==> config.mk <==
export PLATFORM = sky130hd
export DESIGN_NAME = vram_port
export DESIGN_NICKNAME = d
export VERILOG_FILES = /design/src/rtl/vram_port.sv
export SDC_FILE = /design/constraint.sdc
export NUM_CORES = 1
export LEC_CHECK = 0
export CORE_MARGIN = 3
export CORE_UTILIZATION = 57
export DETAILED_ROUTE_END_ITERATION = 16
export PLACE_DENSITY = 0.91
export SETUP_SLACK_MARGIN = 0.1
export SYNTH_ARGS = -nofsm -noshare
export SYNTH_HDL_FRONTEND = slang
export SYNTH_SLANG_ARGS = --single-unit
==> constraint.sdc <==
create_clock -name clk_sys -period 3.4 [get_ports clk_sys]
set_clock_uncertainty 0.15 [all_clocks]
set_input_delay 0.85 -clock clk_sys [delete_from_list [all_inputs] [get_ports clk_sys]]
set_output_delay 0.85 -clock clk_sys [all_outputs]
set_load 0.05 [all_outputs]
==> src/rtl/vram_port.sv <==
// vram_port: video-fetch responder that commits CPU screen writes to BRAM through a forwarding FIFO
module vram_port #(
    parameter int FIFO_DEPTH = 4
) (
    input  logic                        clk_sys,
    input  logic                        reset,
    input  logic                        ce_7mn,
    input  logic [14:0]                 vram_addr,
    output logic [7:0]                  vram_dout,
    input  logic [15:0]                 addr,
    input  logic [7:0]                  din,
    input  logic                        nMREQ,
    input  logic                        nWR,
    input  logic                        m128,
    input  logic [2:0]                  page_ram,
    output logic [14:0]                 ram_addr,
    output logic [7:0]                  ram_din,
    output logic                        ram_we,
    input  logic [7:0]                  ram_dout,
    output logic [$clog2(FIFO_DEPTH):0] fifo_level,
    output logic                        ovf
);
    localparam int AW = $clog2(FIFO_DEPTH);
    localparam int LW = AW + 1;
    typedef enum logic [1:0] {DRAIN, VREAD, VCAPT} state_t;
    state_t r_state, w_next;
    logic [14:0] r_q_addr [FIFO_DEPTH];
    logic [7:0] r_q_data [FIFO_DEPTH];
    logic [LW-1:0] r_wp, r_rp, w_level;
    logic [AW-1:0] w_slot;
    logic [14:0] r_ram_addr, w_entry_addr;
    logic [7:0] r_ram_din, r_vram_dout, r_fwd_data, w_fwd_data;
    logic r_ram_we, r_fwd_hit, r_ovf, r_wr_act;
    logic w_wr_act, w_bank5, w_bank7, w_push, w_pop, w_full, w_accept, w_fwd_hit;
    assign w_wr_act = ~nMREQ & ~nWR;
    assign w_bank5 = (addr[15:14] == 2'b01) | ((addr[15:14] == 2'b11) & m128 & (page_ram == 3'd5));
    assign w_bank7 = (addr[15:14] == 2'b11) & m128 & (page_ram == 3'd7);
    assign w_entry_addr = {w_bank7, addr[13:0]};
    assign w_push = w_wr_act & ~r_wr_act & (w_bank5 | w_bank7);
    assign w_level = r_wp - r_rp;
    assign w_full = w_level == LW'(FIFO_DEPTH);
    assign w_accept = w_push & (~w_full | w_pop);
    always_comb begin
        w_next = (r_state == VREAD) ? VCAPT : ce_7mn ? VREAD : DRAIN;
        w_pop = (r_state == DRAIN) & ~ce_7mn & (w_level != '0);
    end
    // oldest-to-newest walk so the newest matching entry wins
    always_comb begin
        w_fwd_hit = 1'b0;
        w_fwd_data = 8'h00;
        w_slot = '0;
        for (int i = 0; i < FIFO_DEPTH; i++) begin
            w_slot = r_rp[AW-1:0] + AW'(i);
            if ((LW'(i) < w_level) && (r_q_addr[w_slot] == r_ram_addr)) begin
                w_fwd_hit = 1'b1;
                w_fwd_data = r_q_data[w_slot];
            end
        end
    end
    always_ff @(posedge clk_sys) begin
        if (w_accept) begin
            r_q_addr[r_wp[AW-1:0]] <= w_entry_addr;
            r_q_data[r_wp[AW-1:0]] <= din;
        end
    end
    always_ff @(posedge clk_sys) begin
        if (reset) begin
            r_state <= DRAIN;
            r_wr_act <= 1'b0;
            r_wp <= '0;
            r_rp <= '0;
            r_ram_addr <= '0;
            r_ram_din <= '0;
            r_ram_we <= 1'b0;
            r_vram_dout <= '0;
            r_fwd_hit <= 1'b0;
            r_fwd_data <= '0;
            r_ovf <= 1'b0;
        end else begin
            r_state <= w_next;
            r_wr_act <= w_wr_act;
            r_ram_we <= w_pop;
            if (w_accept) r_wp <= r_wp + LW'(1);
            if (w_push & ~w_accept) r_ovf <= 1'b1;
            if (w_pop) begin
                r_ram_addr <= r_q_addr[r_rp[AW-1:0]];
                r_ram_din <= r_q_data[r_rp[AW-1:0]];
                r_rp <= r_rp + LW'(1);
            end else if (w_next == VREAD) begin
                r_ram_addr <= vram_addr;
            end
            if (r_state == VREAD) begin
                r_fwd_hit <= w_fwd_hit;
                r_fwd_data <= w_fwd_data;
            end
            if (r_state == VCAPT) r_vram_dout <= r_fwd_hit ? r_fwd_data : ram_dout;
        end
    end
    assign vram_dout = r_vram_dout;
    assign ram_addr = r_ram_addr;
    assign ram_din = r_ram_din;
    assign ram_we = r_ram_we;
    assign fifo_level = w_level;
    assign ovf = r_ovf;
endmodule

# Yosys cells after proc, flatten, opt, wreduce, memory -nomap -nowiden
# Memory sizes are Yosys's and may differ from the RTL's. A register that Yosys moved wholly into a read port is not among the register bits.
# Index checks and enable logic that the tools add are counted.
word_totals:
  ff_bits: 51
  ram_bits: 92
  input_bits: 56
  out_inout_bits: 36
  elab_cells: 80
  memories: 2
op_classes:
  addsub: 6
  n_lt_le_gt_ge: 4
  n_eq_ne: 12
  muxes: 19
  bitwise_logic: 19
  n_reduce_logical: 7
memory_table:
  columns: ["memory", "words", "word_bits", "read_ports", "rd_clocked_by_memory_dff", "wr", "line", "source"]
  rows:
  - ["r_q_addr", 4, 15, 4, 1, 1, "27", "logic [14:0] r_q_addr [FIFO_DEPTH];"]
  - ["r_q_data", 4, 8, 4, 1, 1, "28", "logic [7:0] r_q_data [FIFO_DEPTH];"]
op_table:
  columns: ["cell", "count"]
  rows:
  - ["$eq 15x15->1", 4]
  - ["$mux 8", 5]
  - ["$mux 15", 2]
  - ["$and 1x1->1", 10]
  - ["$mux 2", 5]
  - ["$eq 3x3->1 const B", 3]
  - ["$mux 1", 7]
  - ["$add 3x1->3 const B", 2]
  - ["$eq 2x1->1 const B", 3]
  - ["$lt 1x3->1 const A", 2]
  - ["$lt 2x3->1 const A", 2]
  - ["$not 1->1", 6]
  - ["$add 2x2->2 const B", 2]
  - ["$eq 2x2->1 const B", 2]
  - ["$logic_and 1x1->1", 4]
  - ["$or 1x1->1", 3]
  - ["$reduce_bool 3->1", 1]
  - ["$sub 3x3->3", 1]
  - ["$add 2x1->2 const B", 1]
  - ["$logic_not 2->1", 1]
  - ["$reduce_bool 2->1", 1]

# Longest topological paths before layout
logic_depth:
  word_depth: 9
  depth_mapped: 12
  depth_no_buf: 10

# Worst setup path after synthesis
# OpenSTA, ideal clock, no wires.
synth_timing:
  kind: "flip-flop to flip-flop"
  from: "register r_wp[0]"
  to: "memory r_q_addr[3][0] (enable)"
  setup_ps: 383
  arrival_time_ps: 2686
  t_required_ps: 2867
  slack_ps: 181
  stages_incl_launch_ff: 9
  n_path_buf: 1
  period_less_slack_ps: 3219
  path_cell_list: "dfxtp_1 inv_1 ha_1 fa_1 inv_1 nor4_1 and3b_1 clkbuf_1 and2_1"
synth_between:
  elab_chain_len: 7
  word_cells_on_any_way: 9
synth_rtl:
  columns: ["item", "line", "source"]
  rows:
  - ["start: declaration", "29", "logic [LW-1:0] r_wp, r_rp, w_level;"]
  - ["start signal: assignment", "83", "if (w_accept) r_wp <= r_wp + LW'(1);"]
  - ["$sub 3x3->3 (*)", "40", "assign w_level = r_wp - r_rp;"]
  - ["net fifo_level[1]", "20", "output logic [$clog2(FIFO_DEPTH):0] fifo_level,"]
  - ["$reduce_bool 3->1 / $eq 3x3->1 (equally long branches)", "45, 41", null]
  - ["$and 1x1->1 / $not 1->1 (equally long branches)", "45, 42", null]
  - ["$or 1x1->1 (*)", "42", "assign w_accept = w_push & (~w_full | w_pop);"]
  - ["$and 1x1->1 (*)", "42", null]
  - ["$mux 1 (*)", "61", "if (w_accept) begin"]
  - ["$mux 1 (implied by the code) (*)", "62", "r_q_addr[r_wp[AW-1:0]] <= w_entry_addr;"]
  - ["end: declaration", "27", null]
# Mark *: on every way through the listed nets, which the timed path passes. The rest lies on a longest branch.

# Worst setup path after layout
layout_timing:
  from: "register r_rp[0]"
  to: "register r_fwd_data[1]"
layout_between:
  elab_chain_len: 7
  word_cells_on_any_way: 21
layout_rtl:
  columns: ["item", "line", "source"]
  rows:
  - ["start: declaration", "29", null]
  - ["start signal: assignment", "88", "r_rp <= r_rp + LW'(1);"]
  - ["$add 2x1->2 / $sub 3x3->3 (equally long branches)", "53, 40", null]
  - ["$mem_v2 4x15 / $lt 1x3->1 (equally long branches)", null, null]
  - ["$eq 15x15->1 / $logic_and 1x1->1 (equally long branches)", "54", "if ((LW'(i) < w_level) && (r_q_addr[w_slot] == r_ram_addr)) begin"]
  - ["$logic_and 1x1->1 / $mux 8 (equally long branches)", "54", null]
  - ["$mux 8 (2 in a row)", "54", null]
  - ["$mux 8 (*)", "54", null]
  - ["end signal: assignment", "94", "r_fwd_data <= w_fwd_data;"]
  - ["end: declaration", "32", "logic [7:0] r_ram_din, r_vram_dout, r_fwd_data, w_fwd_data;"]
# Every way passes the cells marked *; elsewhere a longest branch is shown, timed or not.
# A chain may end at the register's enable or synchronous reset.

==> results_dict.tcl <==
set metrics [dict create \
    drive_above_1_share 0.237 \
    fmax_mhz 277 \
    pre_cts_ws_ns 0.0753 \
    cts_sinks 145 \
    cp.required_ns 3.55 \
    firstDrtPassIters 6 \
    holdWs_ns 0.309 \
    multi_input_area_um2 4320 \
    power.density_nw_per_um2 589 \
    synth_edf_count 92 \
    worst_setup_path_end_kind "flip-flop" \
    placedCellCount 856 \
    die_area_um2 16300 \
    dp_hpwl_um 14900 \
    start_util 0.595 \
    h-tree-depth 4 \
    drt_iter0_markers 1263 \
    r2r_slack_ns -0.21 \
    rr_endpoint "r_fwd_data[1]" \
    routedWlPerCell_um 28.6 \
    regArea_um2 3830 \
    die_height_um 128 \
    vias 6698 \
    synth-seq-area-share 0.454 \
    p_leak_nw 3.32 \
    synth_area_per_cell_um2 13.5 \
    drt-total-wl_um 25800 \
    portBuffers 91 \
    globalRouteTotalUtil 0.297 \
    clock-root-buffer "clkbuf_16" \
    drv_cap 0 \
    startpoint_type "flip-flop" \
    final_util 0.735 \
    hold_violations 0 \
    r2r-start "r_rp[0]" \
    hold_class "flip-flop to flip-flop" \
    via_per_inst 7.42 \
    clk_latency_ns 0.44 \
    violations "negative setup slack" \
    syn2layout_area_growth_pct 23.4 \
    fin_total_pwr_mw 6.12 \
    rows 43 \
    synth_compound_gate_area_share 0.0607 \
    synth_simple_gate_area_frac 0.0976 \
    cp_max_fo 25 \
    ys_warn_count 0 \
    clk_pin_slew_ns 0.06 \
    grt_pass1_vias 6300 \
    cts_made_buffers 17 \
    gr-total-overflow 0 \
    clk_path_buf_depth 2 \
    synthXorXnorAreaFrac 0.0670 \
    post-route-min-period_ns 3.61 \
    setup_viol 8 \
    diodes 0 \
    hold_depth 2 \
    core-area_um2 14100 \
    hold_start "ram_din[5]" \
    timing_worst_setup_path_type "flip-flop to flip-flop" \
    synth_area_um2 8430 \
    antenna_found_initial 0 \
    cts_tree "yes" \
    ys_ff_latch 145 \
    fp.dieW_um 128 \
    synthMuxAreaShare 0.270 \
    synth_ff_type "edfxtp_1" \
    rsz0062_at_grt "yes" \
    outcome "finished with violations" \
    ant_nets 0 \
    synthAdderAreaFrac 0.0113 \
    syn_inst 623 \
    postLayoutSetupSlackWorst_ns -0.210 \
    nets 773 \
    max_slew_margin 0.293 \
    worstPathArrival_ns 3.76 \
    drv_slew 0 \
    pin_count 92 \
    tns_ns -0.655 \
    placed_cell_area_um2 9520 \
    grt_max_degree 60 \
    ys_types 52 \
    drc_errors 0 \
    vdd_drop_max_uv 376 \
    grt_pass1_wl_um 36600 \
    fin_crit_sh 1.06 \
    syn_nets 686 \
    worst_pin_slew_ns 1.06 \
    whs_endpoint "ram_din[5]" \
    fill_cells 774 \
    fin_area_um2 10400 \
    stdcell_count 903 \
    postSynth.asyncResetShare 0 \
    synth_top_family_by_area "multiplexers" \
    routabilityCongestion 0.898 \
    worstRegToRegCells 9 \
]
worst max-delay path: stages (launching register included):
cell	delay, ns
dfxtp_4	0.43
bufbuf_16	0.37
mux4_2	0.53
xnor2_1	0.31
nand4_1	0.29
nor4_4	0.52
buf_12	0.20
nor3b_1	0.38
or4_1	0.21
o21ai_1	0.08
flip-flops by register name, summed over array words and instances (netlist names), named ones only:
signal / flops
r_q_addr: 60
r_q_data: 32
ram_addr: 15
r_fwd_data: 8
ram_din: 8
vram_dout: 8
r_rp: 3
r_wp: 3
r_state: 2
ovf: 1
r_fwd_hit: 1
r_wr_act: 1
ram_we: 1
how the worst max path moves through the flow:
stage,from,end,slack (ns),depth (start not counted)
detailed placement,r_rp[0],r_fwd_data[5],0.08,10
CTS,r_rp[0],r_fwd_data[5],0.09,10
floorplan,r_wp[0],r_q_addr[3][0],0.18,8
global route,r_rp[0],r_fwd_data[1],-0.28,9
finish,r_rp[0],r_fwd_data[1],-0.21,9
global placement,nWR,r_q_addr[2][7],0.20,5
layout make-up:
| type | instances | area share |
|---|---|---|
| tap | 180 | 0.0217 |
| clock inverter | 14 | 0.0179 |
| multi-input combinational | 409 | 0.416 |
| timing repair buffer | 132 | 0.134 |
| inverter | 5 | 0.00181 |
| sequential | 145 | 0.368 |
| clock buffer | 18 | 0.0413 |
layer usage:
layer / vias up / wire [um] / global-route usage
met3: 148 / 3910 / 0.0924
li1: 2639 / - / -
met1: 3175 / 8810 / 0.386
met5: - / 0 / 0
met4: 0 / 1310 / 0.128
met2: 736 / 11800 / 0.465
layout by cell type, fill, tap and decap left out, drive strengths merged, types with 2 or more instances in the layout:
cell / synthesis / final
mux2i: 22 / 22
inv: 5 / 7
or3: 8 / 8
and2: 5 / 5
a221oi: 9 / 9
edfxtp: 92 / 92
clkbuf: 39 / 19
nand3: 20 / 20
a211o: 7 / 7
clkinvlp: 0 / 3
nor3: 3 / 3
nor4: 3 / 3
nor2: 45 / 45
ha: 6 / 6
a311oi: 15 / 15
mux4: 89 / 89
nand2: 39 / 39
or4: 8 / 8
nand4: 14 / 14
a211oi: 9 / 9
a21oi: 12 / 12
nor2b: 2 / 2
clkinv: 0 / 5
dfxtp: 53 / 53
nor3b: 9 / 9
clkdlybuf4s50: 0 / 87
buf: 25 / 42
o21ai: 9 / 9
xnor2: 60 / 60
bufinv: 0 / 4
cell families after synthesis:
family	count (synthesis)
compound gates	68
fa+ha+maj	7
buf+inv	69
flops	145
xor+xnor	62
simple gates	160
mux	112
repair_timing:
item,in CTS,in global routing
buffers inserted,0,12
cloned,2,1
setup endpoints to repair,9,11
hold buffers,0,0
pin swaps,0,9
gates resized for setup,1,12
power by group:
| part | total [mW] | leakage [nW] | internal, mW | switching (mW) |
|---|---|---|---|---|
| clock | 1.98 | 0.292 | 1.22 | 0.760 |
| sequential | 2.12 | 1.26 | 1.95 | 0.166 |
| combinational | 2.02 | 1.77 | 0.949 | 1.07 |
| total | 6.12 | 3.32 | 4.13 | 1.99 |
Yosys cell counts, types with 5 or more instances:
library cell | n | area share
edfxtp_1 | 92 | 0.33
mux4_2 | 79 | 0.21
xnor2_1 | 59 | 0.061
dfxtp_1 | 53 | 0.13
nor2_1 | 45 | 0.020
clkbuf_1 | 39 | 0.017
nand2_1 | 39 | 0.017
mux2i_1 | 22 | 0.026
nand3_1 | 20 | 0.012
a311oi_1 | 15 | 0.016
nand4_1 | 14 | 0.010
a21oi_1 | 12 | 0.0071
mux4_1 | 10 | 0.031
a211oi_1 | 9 | 0.0080
a221oi_1 | 9 | 0.0094
buf_2 | 9 | 0.0053
nor3b_1 | 9 | 0.0080
or3_1 | 8 | 0.0059
buf_1 | 7 | 0.0031
o21ai_1 | 7 | 0.0042
or4_1 | 7 | 0.0062
ha_1 | 6 | 0.0089
and2_1 | 5 | 0.0037
buf_6 | 5 | 0.0067
inv_1 | 5 | 0.0022
Power figures use the tool's default switching activity.
